### src/rtl/mole_round_sequencer.sv
// mole_round_sequencer
// Runs each whack-a-mole round: an off-gap, a position pick, a lit window,
// then a hit/miss judgement. It keeps score, misses and rounds, and decides
// game over for the selected game mode.
//
// Ports
//   clk          system clock
//   reset        asynchronous, active-high reset
//   start        level: 1 = game enabled, 0 = abort / return to idle
//   mode         0 normal, 1 deathmatch, 2 timed, 3 normal
//   max_rounds   round limit for normal mode, sampled when leaving IDLE
//   time_between off-gap length minus 1 (cycles)
//   time_on      light-on window length minus 1 (cycles)
//   rand_pos     free-running random position
//   time_up      countdown expiry, used in timed mode only
//   key_valid    high while a key is held
//   key          code of the held key
//   lights       one-hot LED drive while light_on
//   light_on     high in ON
//   light_pos    current target position
//   hit / miss   one-cycle judgement pulses (registered, never together)
//   score        saturating hit count
//   misses       saturating miss count
//   game_over    high in OVER
//   busy         high in GAP or ON
//   dbg_state    current FSM state code
//
// Optional feature macro: WRONG_KEY_PENALTY_EN
//   defined   : a fresh press of a wrong valid key in ON ends the round as a miss
//   undefined : wrong keys are ignored
//
// Key handshake: key_valid is a level; only its rising edge (press) is acted
// on, so a held key, or a key code changing while held, never scores again.

module mole_round_sequencer #(
  parameter int CNT_W   = 28,
  parameter int POS_W   = 4,
  parameter int NUM_POS = 9,
  parameter int SCORE_W = 7
) (
  input  logic               clk,
  input  logic               reset,
  input  logic               start,
  input  logic [1:0]         mode,
  input  logic [SCORE_W-1:0] max_rounds,
  input  logic [CNT_W-1:0]   time_between,
  input  logic [CNT_W-1:0]   time_on,
  input  logic [POS_W-1:0]   rand_pos,
  input  logic               time_up,
  input  logic               key_valid,
  input  logic [POS_W-1:0]   key,
  output logic [NUM_POS-1:0] lights,
  output logic               light_on,
  output logic [POS_W-1:0]   light_pos,
  output logic               hit,
  output logic               miss,
  output logic [SCORE_W-1:0] score,
  output logic [SCORE_W-1:0] misses,
  output logic               game_over,
  output logic               busy,
  output logic [2:0]         dbg_state
);

  localparam logic [2:0] S_IDLE = 3'd0;
  localparam logic [2:0] S_GAP  = 3'd1;
  localparam logic [2:0] S_ON   = 3'd2;
  localparam logic [2:0] S_END  = 3'd3;  // registered round-end decision
  localparam logic [2:0] S_OVER = 3'd4;

  localparam logic [POS_W-1:0]   NP   = POS_W'(NUM_POS);
  localparam logic [POS_W-1:0]   LAST = POS_W'(NUM_POS - 1);
  localparam logic [SCORE_W-1:0] SAT  = '1;

  logic [2:0]         r_state;
  logic [CNT_W-1:0]   r_cnt;
  logic [POS_W-1:0]   r_pos;      // also serves as the previous position
  logic               r_kv_q;
  logic               r_hit;
  logic               r_miss;
  logic               r_was_miss;
  logic [SCORE_W-1:0] r_score;
  logic [SCORE_W-1:0] r_misses;
  logic [SCORE_W-1:0] r_rounds;
  logic [SCORE_W-1:0] r_max;

  logic [POS_W-1:0]   w_p1;
  logic [POS_W-1:0]   w_p2;
  logic [POS_W-1:0]   w_pick;
  logic               w_press;
  logic               w_cnt_zero;
  logic               w_wrong;
  logic               w_hit;
  logic               w_miss;
  logic               w_round_mode;
  logic               w_death_mode;
  logic               w_timed_stop;

  function automatic logic [SCORE_W-1:0] sat_inc(input logic [SCORE_W-1:0] v);
    return (v == SAT) ? v : v + SCORE_W'(1);
  endfunction

  // Fold an out-of-range random value back into range, then avoid repeating
  // the last lit position.
  always_comb begin
    w_p1   = (rand_pos >= NP) ? (rand_pos - NP) : rand_pos;
    w_p2   = (w_p1 >= NP) ? '0 : w_p1;
    w_pick = w_p2;
    if (w_p2 == r_pos) begin
      w_pick = (w_p2 == LAST) ? '0 : (w_p2 + POS_W'(1));
    end
  end

  assign w_press      = key_valid & ~r_kv_q;
  assign w_cnt_zero   = (r_cnt == '0);
  assign w_round_mode = (mode == 2'd0) || (mode == 2'd3);
  assign w_death_mode = (mode == 2'd1);
  assign w_timed_stop = (mode == 2'd2) && time_up;

`ifdef WRONG_KEY_PENALTY_EN
  assign w_wrong = w_press && (key != r_pos) && (key < NP);
`else
  assign w_wrong = 1'b0;
`endif

  // Judgement is suppressed on abort; a correct press beats a timeout.
  assign w_hit  = (r_state == S_ON) && start && w_press && (key == r_pos);
  assign w_miss = (r_state == S_ON) && start && !w_hit && (w_cnt_zero || w_wrong);

  always_ff @(posedge clk or posedge reset) begin
    if (reset) begin
      r_state    <= S_IDLE;
      r_cnt      <= '0;
      r_pos      <= '0;
      r_kv_q     <= 1'b0;
      r_hit      <= 1'b0;
      r_miss     <= 1'b0;
      r_was_miss <= 1'b0;
      r_score    <= '0;
      r_misses   <= '0;
      r_rounds   <= '0;
      r_max      <= '0;
    end else begin
      r_kv_q <= key_valid;
      r_hit  <= w_hit;
      r_miss <= w_miss;

      if (w_hit) begin
        r_score  <= sat_inc(r_score);
        r_rounds <= sat_inc(r_rounds);
      end else if (w_miss) begin
        r_misses <= sat_inc(r_misses);
        r_rounds <= sat_inc(r_rounds);
      end

      case (r_state)
        S_IDLE: begin
          if (start) begin
            r_score  <= '0;
            r_misses <= '0;
            r_rounds <= '0;
            r_max    <= (max_rounds == '0) ? SCORE_W'(1) : max_rounds;
            r_cnt    <= time_between;
            r_state  <= S_GAP;
          end
        end
        S_GAP: begin
          if (!start) begin
            r_state <= S_IDLE;
          end else if (w_timed_stop) begin
            r_state <= S_OVER;
          end else if (w_cnt_zero) begin
            r_pos   <= w_pick;
            r_cnt   <= time_on;
            r_state <= S_ON;
          end else begin
            r_cnt <= r_cnt - CNT_W'(1);
          end
        end
        S_ON: begin
          if (!start) begin
            r_state <= S_IDLE;
          end else if (w_timed_stop) begin
            r_state <= S_OVER;
          end else if (w_hit || w_miss) begin
            r_was_miss <= w_miss;
            r_state    <= S_END;
          end else begin
            r_cnt <= r_cnt - CNT_W'(1);
          end
        end
        S_END: begin
          if (!start) begin
            r_state <= S_IDLE;
          end else if (w_timed_stop) begin
            r_state <= S_OVER;
          end else if (w_round_mode && (r_rounds == r_max)) begin
            r_state <= S_OVER;
          end else if (w_death_mode && r_was_miss) begin
            r_state <= S_OVER;
          end else begin
            r_cnt   <= time_between;
            r_state <= S_GAP;
          end
        end
        S_OVER: begin
          if (!start) begin
            r_state <= S_IDLE;
          end
        end
        default: r_state <= S_IDLE;
      endcase
    end
  end

  assign light_on  = (r_state == S_ON);
  assign lights    = light_on ? (NUM_POS'(1) << r_pos) : '0;
  assign light_pos = r_pos;
  assign hit       = r_hit;
  assign miss      = r_miss;
  assign score     = r_score;
  assign misses    = r_misses;
  assign game_over = (r_state == S_OVER);
  assign busy      = (r_state == S_GAP) || (r_state == S_ON);
  assign dbg_state = r_state;

endmodule

### config.mk
export PLATFORM = sky130hd
export DESIGN_NAME = mole_round_sequencer
export DESIGN_NICKNAME = d
export VERILOG_FILES = /design/src/rtl/mole_round_sequencer.sv
export SDC_FILE = /design/constraint.sdc
export NUM_CORES = 1
export LEC_CHECK = 0
export ABC_AREA = 0
export BUFFER_PORTS_ARGS = -buffer_cell sky130_fd_sc_hd__clkbuf_2
export CAP_MARGIN = 5
export CORE_ASPECT_RATIO = 2
export CORE_MARGIN = 4
export CORE_UTILIZATION = 59
export CTS_CLUSTER_SIZE = 24
export DETAILED_ROUTE_END_ITERATION = 10
export GPL_TIMING_DRIVEN = 0
export PLACE_DENSITY = 0.87
export SLEW_MARGIN = 20
export SYNTH_ARGS = -nofsm -noshare
export SYNTH_HDL_FRONTEND = slang
export SYNTH_SLANG_ARGS = --single-unit
### constraint.sdc
create_clock -name clk -period 7.9 [get_ports clk]
set_clock_uncertainty 0.2 [all_clocks]
set_input_delay 1.58 -clock clk [delete_from_list [all_inputs] [get_ports clk]]
set_output_delay 1.58 -clock clk [all_outputs]
set_load 0.02 [all_outputs]
# After elaboration in Yosys (flattened, before gate mapping)
# Index checks and enable logic that the tools add are counted.
# op_classes
reduce_logical,22
n_shift,1
muxes,45
order_cmp,2
bitwise,3
n_addsub,6
eq_ne,27
# op_table
operator,count
28-bit 2-to-1 mux,11
28-bit one-hot mux with 4 select lines,1
7-bit 2-to-1 mux,15
3-bit 2-to-1 mux,12
28-bit zero test,1
28-bit by 1-bit subtractor with 28-bit output (second input constant),1
2-bit != test (second input constant),11
7-bit by 1-bit adder with 7-bit output (second input constant),3
7-bit == test (second input constant),3
4-bit 2-to-1 mux,4
3-bit one-hot mux with 5 select lines,1
4-bit AND reduction,3
11-bit AND reduction,1
9-bit 2-to-1 mux,1
1-bit by 4-bit left shift with 9-bit output (first input constant),1
4-bit == test,2
4-bit greater-or-equal comparator (second input constant),2
1-bit logical AND,8
7-bit == test,1
7-bit zero test,1
3-bit by 2-bit == test with 1-bit output (second input constant),2
4-bit by 1-bit adder with 4-bit output (second input constant),1
2-bit == test (second input constant),2
4-bit == test (second input constant),1
14 further kinds,17
# word_totals
elab_cells,117
register_bits,67
out_inout_bits,35

# Longest topological paths before layout
# Gate-level depths: netlist of the first run.
# depth
ltp_word,12
ltp_mapped,11
depth_no_buf,10

# Least setup slack after synthesis of the first run
# No wires, ideal clock.
# synth_timing
kind,register to output
start,"register r_state[0], in the netlist dbg_state[0]"
end,output lights[0]
path_slack_ns,3.988
arrival_time_ns,2.132
path_buffers,2
required_ns,6.120
stages_incl_launch_ff,7
cell_sequence,dfrtp_1 > buf_2 > nand2b_1 > or2_2 > clkbuf_1 > or3_1 > nor3_1
# synth_via
elab_chain_len,2
# synth_rtl
item,line,rtl
"start, declared",74,logic [2:0] r_state;
"start signal, assigned",131,r_state <= S_IDLE;
"start signal, assigned",163,r_state <= S_GAP;
"start signal, assigned",168,r_state <= S_IDLE;
3-bit by 2-bit == test with 1-bit output,215,assign light_on = (r_state == S_ON);
9-bit 2-to-1 mux,216,assign lights = light_on ? (NUM_POS'(1) << r_pos) : '0;
"end, declared",52,"output logic [NUM_POS-1:0] lights,"
# Every way passes these cells.

# Final worst setup path of the first run
# Ends and elaborated chain as after synthesis.

==> results of run 1 <==
==> layer usage <==
metal,vias to the layer above,share of wire,GRT usage
li1,2293,-,-
met1,2384,0.33,0.337
met2,299,0.53,0.602
met3,123,0.058,0.0565
met4,0,0.085,0.265
met5,-,0,0
==> cell type report <==
cell class | count | area, um2 | area share
clock inverters | 7 | 82.6 | 0.0143
clock buffers | 9 | 225 | 0.0389
flip-flops and latches | 67 | 1680 | 0.290
inverters | 17 | 66.3 | 0.0115
multi-input cells | 426 | 2900 | 0.500
repair buffers | 111 | 578 | 0.0999
plain buffers | 34 | 141 | 0.0244
well taps | 96 | 120 | 0.0208
==> registers in the layout, summed over array words and instances, names as in the netlist <==
register,count
dbg_state,3
hit,1
r_kv_q,1
light_pos,4
misses,7
miss,1
r_was_miss,1
r_rounds,7
score,7
r_max,7
r_cnt,28
==> stage by stage <==
step	util	total power [mW]
6_report	0.728	1.24
5_1_grt	0.728	1.29
4_1_cts	0.728	1.24
3_5_place_dp	0.690	0.816
3_3_place_gp	0.686	0.801
2_1_floorplan	-	0.698
==> worst max-delay path, cell delays in order (launching register included) <==
cell	delay (ns)
dfrtp_1	0.40
buf_2	0.19
nand2b_1	0.20
or2_2	0.33
clkbuf_1	0.27
or3_1	0.45
nor3_1	0.16
clkbuf_2	0.20
==> where the power goes <==
part	internal, mW	switching, mW
sequential	0.398	0.0760
combinational	0.144	0.202
clock	0.250	0.173
total	0.792	0.452
==> Yosys cell counts, drive strengths merged (4+ instances only) <==
library cell and n:
clkbuf 23, and4 5, o21ai 38, a22oi 13, inv 17, dfrtp 67, nor4 12, a21oi 22
a22o 14, or4 4, a31oi 7, nand2 32, or2 5, nor2 43, a221oi 8, xor2 16
nor3b 4, or3 8, o2bb2ai 16, mux2 9, and3 11, nand2b 13, nand3 36, xnor2 10
and2 9, mux2i 4, nor3 23, o31ai 11, nand4 10, buf 11, ha 10, o211ai 5
==> worst max-delay path by stage <==
stage                  from         to  cells after the start
5_1_grt        dbg_state[0]  lights[0]                      7
4_1_cts        dbg_state[0]  lights[0]                      7
3_5_place_dp        mode[0]  r_cnt[25]                     12
6_report       dbg_state[0]  lights[0]                      7
3_3_place_gp          reset   r_cnt[1]                      2
2_1_floorplan  dbg_state[0]  lights[0]                      6
==> logic make-up after synthesis <==
group | Yosys count | synth area share
and+or+nand+nor | 222 | 0.272
AOI/OAI and AO/OA | 155 | 0.230
DFF | 67 | 0.351
buffers and inverters | 51 | 0.0430
xor gates and xnor gates | 26 | 0.0477
muxes | 13 | 0.0296
adders and majority gates | 10 | 0.0262
==> impl_metrics.env, run 1 <==
export IMPL_status="finished, final reports clean"
export IMPL_pin_count=113
export IMPL_core_um2=7940
export IMPL_setup_tns_final_ns=0
export IMPL_synth_edff_count=0
export IMPL_powerDensity_nw_per_um2=215
export IMPL_grt_start_max_net_pins=57
export IMPL_num_rows=46
export IMPL_max_slew_margin_rel=0.554
export IMPL_route_detailed_drc=0
export IMPL_place_inst=751
export IMPL_syn_nets=632
export IMPL_clockBufferDepth=2
export IMPL_hold_viol=0
export IMPL_critPathCaptureType="output pin"
export IMPL_antenna_cells=0
export IMPL_worstSetupPathType="flop to output pin"
export IMPL_drt_iter0_drc=454
export IMPL_nets=754
export IMPL_synthDistinctLibCells=70
export IMPL_die_w_um=71.6
export IMPL_cts_resized_gates=0
export IMPL_setup_violations=0
export IMPL_syn_avg_cell_area_um2=8.78
export IMPL_wl_mm=16.0
export IMPL_min_path_type="flop to flop"
export IMPL_dp_hpwl_mm=12.3
export IMPL_timing_fmax_mhz=231
export IMPL_r2r_end="light_pos[1]"
export IMPL_slew_viol_final=0
export IMPL_min_path_cells=1
export IMPL_gp_congestion=1.02
export IMPL_required_ns=6.12
export IMPL_firstDrtPassIters=6
export IMPL_clock_sinks=67
export IMPL_grt_total_usage=0.339
export IMPL_clk_pin_slew_ns=0.07
export IMPL_area_growth_syn_to_layout_pct=21.1
export IMPL_async_flop_share=1.00
export IMPL_avgRoutedWirePerCell_um=20.8
export IMPL_root_buffer="clkbuf_16"
export IMPL_r2r_slack_ns=4.71
export IMPL_initial_core_util=0.601
export IMPL_port_buffers=110
export IMPL_vias=5099
export IMPL_leakage_nw=2.65
export IMPL_drv_cap=0
export IMPL_fillers=609
export IMPL_grt_pass1_vias=5184
export IMPL_layout_drive_gt1_share=0.258
export IMPL_rsz0062_at_grt="false"
export IMPL_cp_data_arrival_time_ns=2.54
export IMPL_final_cell_mix="111 x clkbuf_2, 67 x dfrtp_1, 43 x nor2_1"
export IMPL_cts_tree="yes"
export IMPL_synth_seq_cells=67
export IMPL_reg2reg_depth=9
export IMPL_ant_nets=0
export IMPL_synth_top_area_cell="dfrtp_1"
export IMPL_fin_crit_sh=0.547
export IMPL_grt_overflow=0
export IMPL_tightest_slew_ns=0.664
export IMPL_die_h_um=135
export IMPL_synth_cells=544
export IMPL_ys_seq_area_frac=0.351
export IMPL_final_common_cell="clkbuf_2"
export IMPL_whs_endpoint="r_cnt[17]"
export IMPL_fin_hold_ws_ns=0.307
export IMPL_instances_no_fill=767
export IMPL_synth_main_ff_cell="dfrtp_1"
export IMPL_ys_warn_count=0
export IMPL_pre_cts_slack_ns=3.86
export IMPL_ctsHoldBuffers=0
export IMPL_r2r_start="r_cnt[0]"
export IMPL_vias_per_cell=6.65
export IMPL_fin_area_um2=5790
export IMPL_netlist_area_um2=4780
export IMPL_irDropWorstVdd_mv=0.157
export IMPL_htreeDepth=3
export IMPL_min_period_ns=4.32
export IMPL_crit_fanout=10
export IMPL_antenna_found_initial=0
export IMPL_critPathLaunchType="flop"
export IMPL_dieArea_um2=9690
export IMPL_fin_ws_ns=3.58
export IMPL_grt_pass1_wl_mm=25.4
export IMPL_clkLatencyLatePin_ns=0.35
export IMPL_synth_top_area_share=0.351
export IMPL_cts_buffers=9
export IMPL_worstHoldStart="r_cnt[17]"
export IMPL_dpl_cell_area_um2=5480
export IMPL_post_cts_buffers=0
export IMPL_ys_top_cells_by_area="dfrtp_1 35%, nand3_1 3.6%, o21ai_0 3.6%"
Power figures use the tool's default switching activity.
==> inputs of run 2 (changes only) <==
ABC_AREA = 1   (was 0)
CORE_UTILIZATION = 51   (was 59)
PLACE_DENSITY = 0.78   (was 0.87)
clock period = 3.9 ns   (was 7.9 ns; I/O delays follow)
==> run 2 against run 1 <==
Compared with the run above: via count increased by 18%; highest routed layer unchanged; final area rose by 12%; first-iteration DRC count is 5.1% lower; sequential power up 140%; routed wire length increased by 9.5%; synthesized cell count rose by 58%; flip-flop and latch count unchanged; combinational power rose to 6.1 times the previous value.
==> impl_metrics.env, run 2 <==
export IMPL_irDropWorstVdd_mv=0.356
export IMPL_cts_buffers=9
export IMPL_htreeDepth=3
export IMPL_synth_top_area_share=0.311
export IMPL_syn_avg_cell_area_um2=6.26
export IMPL_synth_cells=862
export IMPL_ys_seq_area_frac=0.311
export IMPL_rsz0062_at_grt="false"
export IMPL_nets=1072
export IMPL_clock_sinks=67
export IMPL_grt_start_max_net_pins=36
export IMPL_critPathCaptureType="output pin"
export IMPL_num_rows=52
export IMPL_crit_path_start="dbg_state[2]"
export IMPL_p_clk_frac=0.215
export IMPL_synth_edff_count=0
export IMPL_cp_data_arrival_time_ns=2.53
export IMPL_min_period_ns=3.51
export IMPL_ctsHoldBuffers=0
export IMPL_leakage_nw=3.49
export IMPL_final_cell_mix="324 x nand2_1, 110 x clkbuf_2, 107 x nor2_1"
export IMPL_path_cells="inv_2, nand3_2, inv_4, clkbuf_1, nand3_1, nor3_1, clkbuf_2"
export IMPL_cts_resized_gates=0
export IMPL_area_growth_syn_to_layout_pct=19.7
export IMPL_min_path_type="input pin to async pin"
export IMPL_async_flop_share=1.00
export IMPL_grt_pass1_vias=6024
export IMPL_timing_fmax_mhz=285
export IMPL_largest_reg_flops=28
export IMPL_port_buffers=110
export IMPL_clk_pin_slew_ns=0.06
export IMPL_status="finished, final reports clean"
export IMPL_synth_top_area_cell="dfrtp_1"
export IMPL_wl_mm=17.5
export IMPL_powerDensity_nw_per_um2=637
export IMPL_post_cts_buffers=0
export IMPL_synthDistinctLibCells=41
export IMPL_ys_warn_count=0
export IMPL_p_comb_frac=0.512
export IMPL_fillers=1028
export IMPL_clkLatencyLatePin_ns=0.34
export IMPL_seq_power_share=0.273
export IMPL_pin_count=113
export IMPL_slowest_delay_ns=0.56
export IMPL_ant_nets=0
export IMPL_post_route_util=0.632
export IMPL_final_common_cell="nand2_1"
export IMPL_antenna_found_initial=0
export IMPL_setup_violations=0
export IMPL_dieArea_um2=12400
export IMPL_gp_congestion=1.01
export IMPL_ys_top_cells_by_area="dfrtp_1 31%, nand2_1 23%, nand3_1 8.3%"
export IMPL_cts_tree="yes"
export IMPL_setup_tns_final_ns=0
export IMPL_root_buffer="clkbuf_16"
export IMPL_synth_seq_cells=67
export IMPL_cp_slowest_cell="clkbuf_1"
export IMPL_p_int_mw=2.14
export IMPL_top_register="r_cnt"
export IMPL_hold_viol=0
export IMPL_r2r_end="r_cnt[20]"
export IMPL_grt_total_usage=0.295
export IMPL_synthXorXnorAreaFrac=0.0422
export IMPL_drv_cap=0
export IMPL_clockBufferDepth=2
export IMPL_initial_core_util=0.528
export IMPL_grt_overflow=0
export IMPL_switching_share=0.480
export IMPL_power_switching_mw=1.97
export IMPL_r2r_slack_ns=0.95
export IMPL_avgRoutedWirePerCell_um=15.5
export IMPL_tightest_slew_ns=0.706
export IMPL_core_um2=10200
export IMPL_max_slew_margin_rel=0.529
export IMPL_required_ns=2.92
export IMPL_fin_crit_sh=0.901
export IMPL_r2r_start="r_cnt[0]"
export IMPL_fin_hold_ws_ns=0.244
export IMPL_dp_hpwl_mm=13.8
export IMPL_vias=6031
export IMPL_slew_viol_final=0
export IMPL_layout_drive_gt1_share=0.173
export IMPL_firstDrtPassIters=6
export IMPL_critPathLaunchType="flop"
export IMPL_yosysMostFrequentCell="nand2_1"
export IMPL_die_h_um=153
export IMPL_synthSimpleGateAreaFrac=0.466
export IMPL_grt_pass1_wl_mm=28.3
export IMPL_syn_nets=950
export IMPL_antenna_cells=0
export IMPL_synth_compound_area_frac=0.0814
export IMPL_synthAdderAreaFrac=0.0232
export IMPL_synthTopCellsByCount="324 x nand2_1, 107 x nor2_1, 90 x nand3_1"
export IMPL_worstSetupPathType="flop to output pin"
export IMPL_synthMuxAreaShare=0
export IMPL_drt_iter0_drc=431
export IMPL_crit_fanout=10
export IMPL_reg2reg_depth=13
export IMPL_synth_main_ff_cell="dfrtp_1"
export IMPL_netlist_area_um2=5400
export IMPL_synth_top_family_by_area="simple AND/OR/NAND/NOR gates"
export IMPL_route_detailed_drc=0
export IMPL_die_w_um=80.7
export IMPL_vias_per_cell=5.37
-- run 2: changes by cell type after synthesis, sizes merged, moves of 13 or more --
cell,change
nor2,+65
nand3,+56
nand2,+297
inv,+62
a22o,-14
clkbuf,-14
a22oi,-13
nand2b,-13
o2bb2ai,-16
-- run 2: routing by layer --
metal | global-route usage | vias to the layer above | part of all wire
met3 | 0.0495 | 48 | 0.044
met4 | 0.156 | 0 | 0.045
met2 | 0.561 | 187 | 0.56
li1 | - | 3008 | -
met5 | 0 | - | 0
met1 | 0.291 | 2788 | 0.35
-- run 2: logic make-up (layout without fill, tap and decap cells) --
kind of cell	Yosys count	count (layout)
flops	67	67
buf+inv	101	228
fa+ha+maj	10	10
xor+xnor	26	26
simple gates	585	585
compound gates	73	73
-- run 2: layout make-up --
cell class | count | area [um2] | area share
multi-input cells | 694 | 3310 | 0.512
flip-flops and latches | 67 | 1680 | 0.260
clock inverters | 6 | 90.1 | 0.0140
repair buffers | 111 | 571 | 0.0884
plain buffers | 22 | 110 | 0.0171
inverters | 79 | 304 | 0.0471
clock buffers | 10 | 229 | 0.0355
well taps | 135 | 169 | 0.0262
-- run 2: worst max-delay path: cells and delay by family (launching register included) --
| kind | cells | cell delay, ns |
|---|---|---|
| flops | 1 | 0.48 |
| simple gates | 3 | 0.65 |
| buf+inv | 4 | 1.05 |
-- run 2: how the worst max path moves through the flow --
| stage | to | slack (ns) | cells after the start |
|---|---|---|---|
| 2_1_floorplan | lights[2] | 0.91 | 6 |
| 3_3_place_gp | r_cnt[10] | 0.30 | 2 |
| 3_5_place_dp | lights[2] | 0.81 | 7 |
| 4_1_cts | lights[2] | 0.45 | 7 |
| 5_1_grt | lights[6] | 0.34 | 7 |
| 6_report | lights[2] | 0.39 | 7 |
-- run 2: stage by stage --
step           area, um2  cells  setup slack [ns]  total power [mW]
5_1_grt             6460   1124             0.342              4.45
6_report            6460   1124             0.387              4.12
4_1_cts             6460   1124             0.452              4.11
2_1_floorplan       5400    862             0.914              2.58
3_3_place_gp        6110   1107             0.297              3.18
3_5_place_dp        6140   1108             0.813              3.21
-- run 2: power groups by stage --
stage | Sequential, mW | Clock, mW | Combinational [mW]
floorplan | 1.08 | 0 | 1.50
global placement | 1.12 | 0 | 2.06
global route | 1.15 | 0.925 | 2.38
CTS | 1.12 | 0.893 | 2.10
finish | 1.12 | 0.886 | 2.11
detailed placement | 1.13 | 0 | 2.08
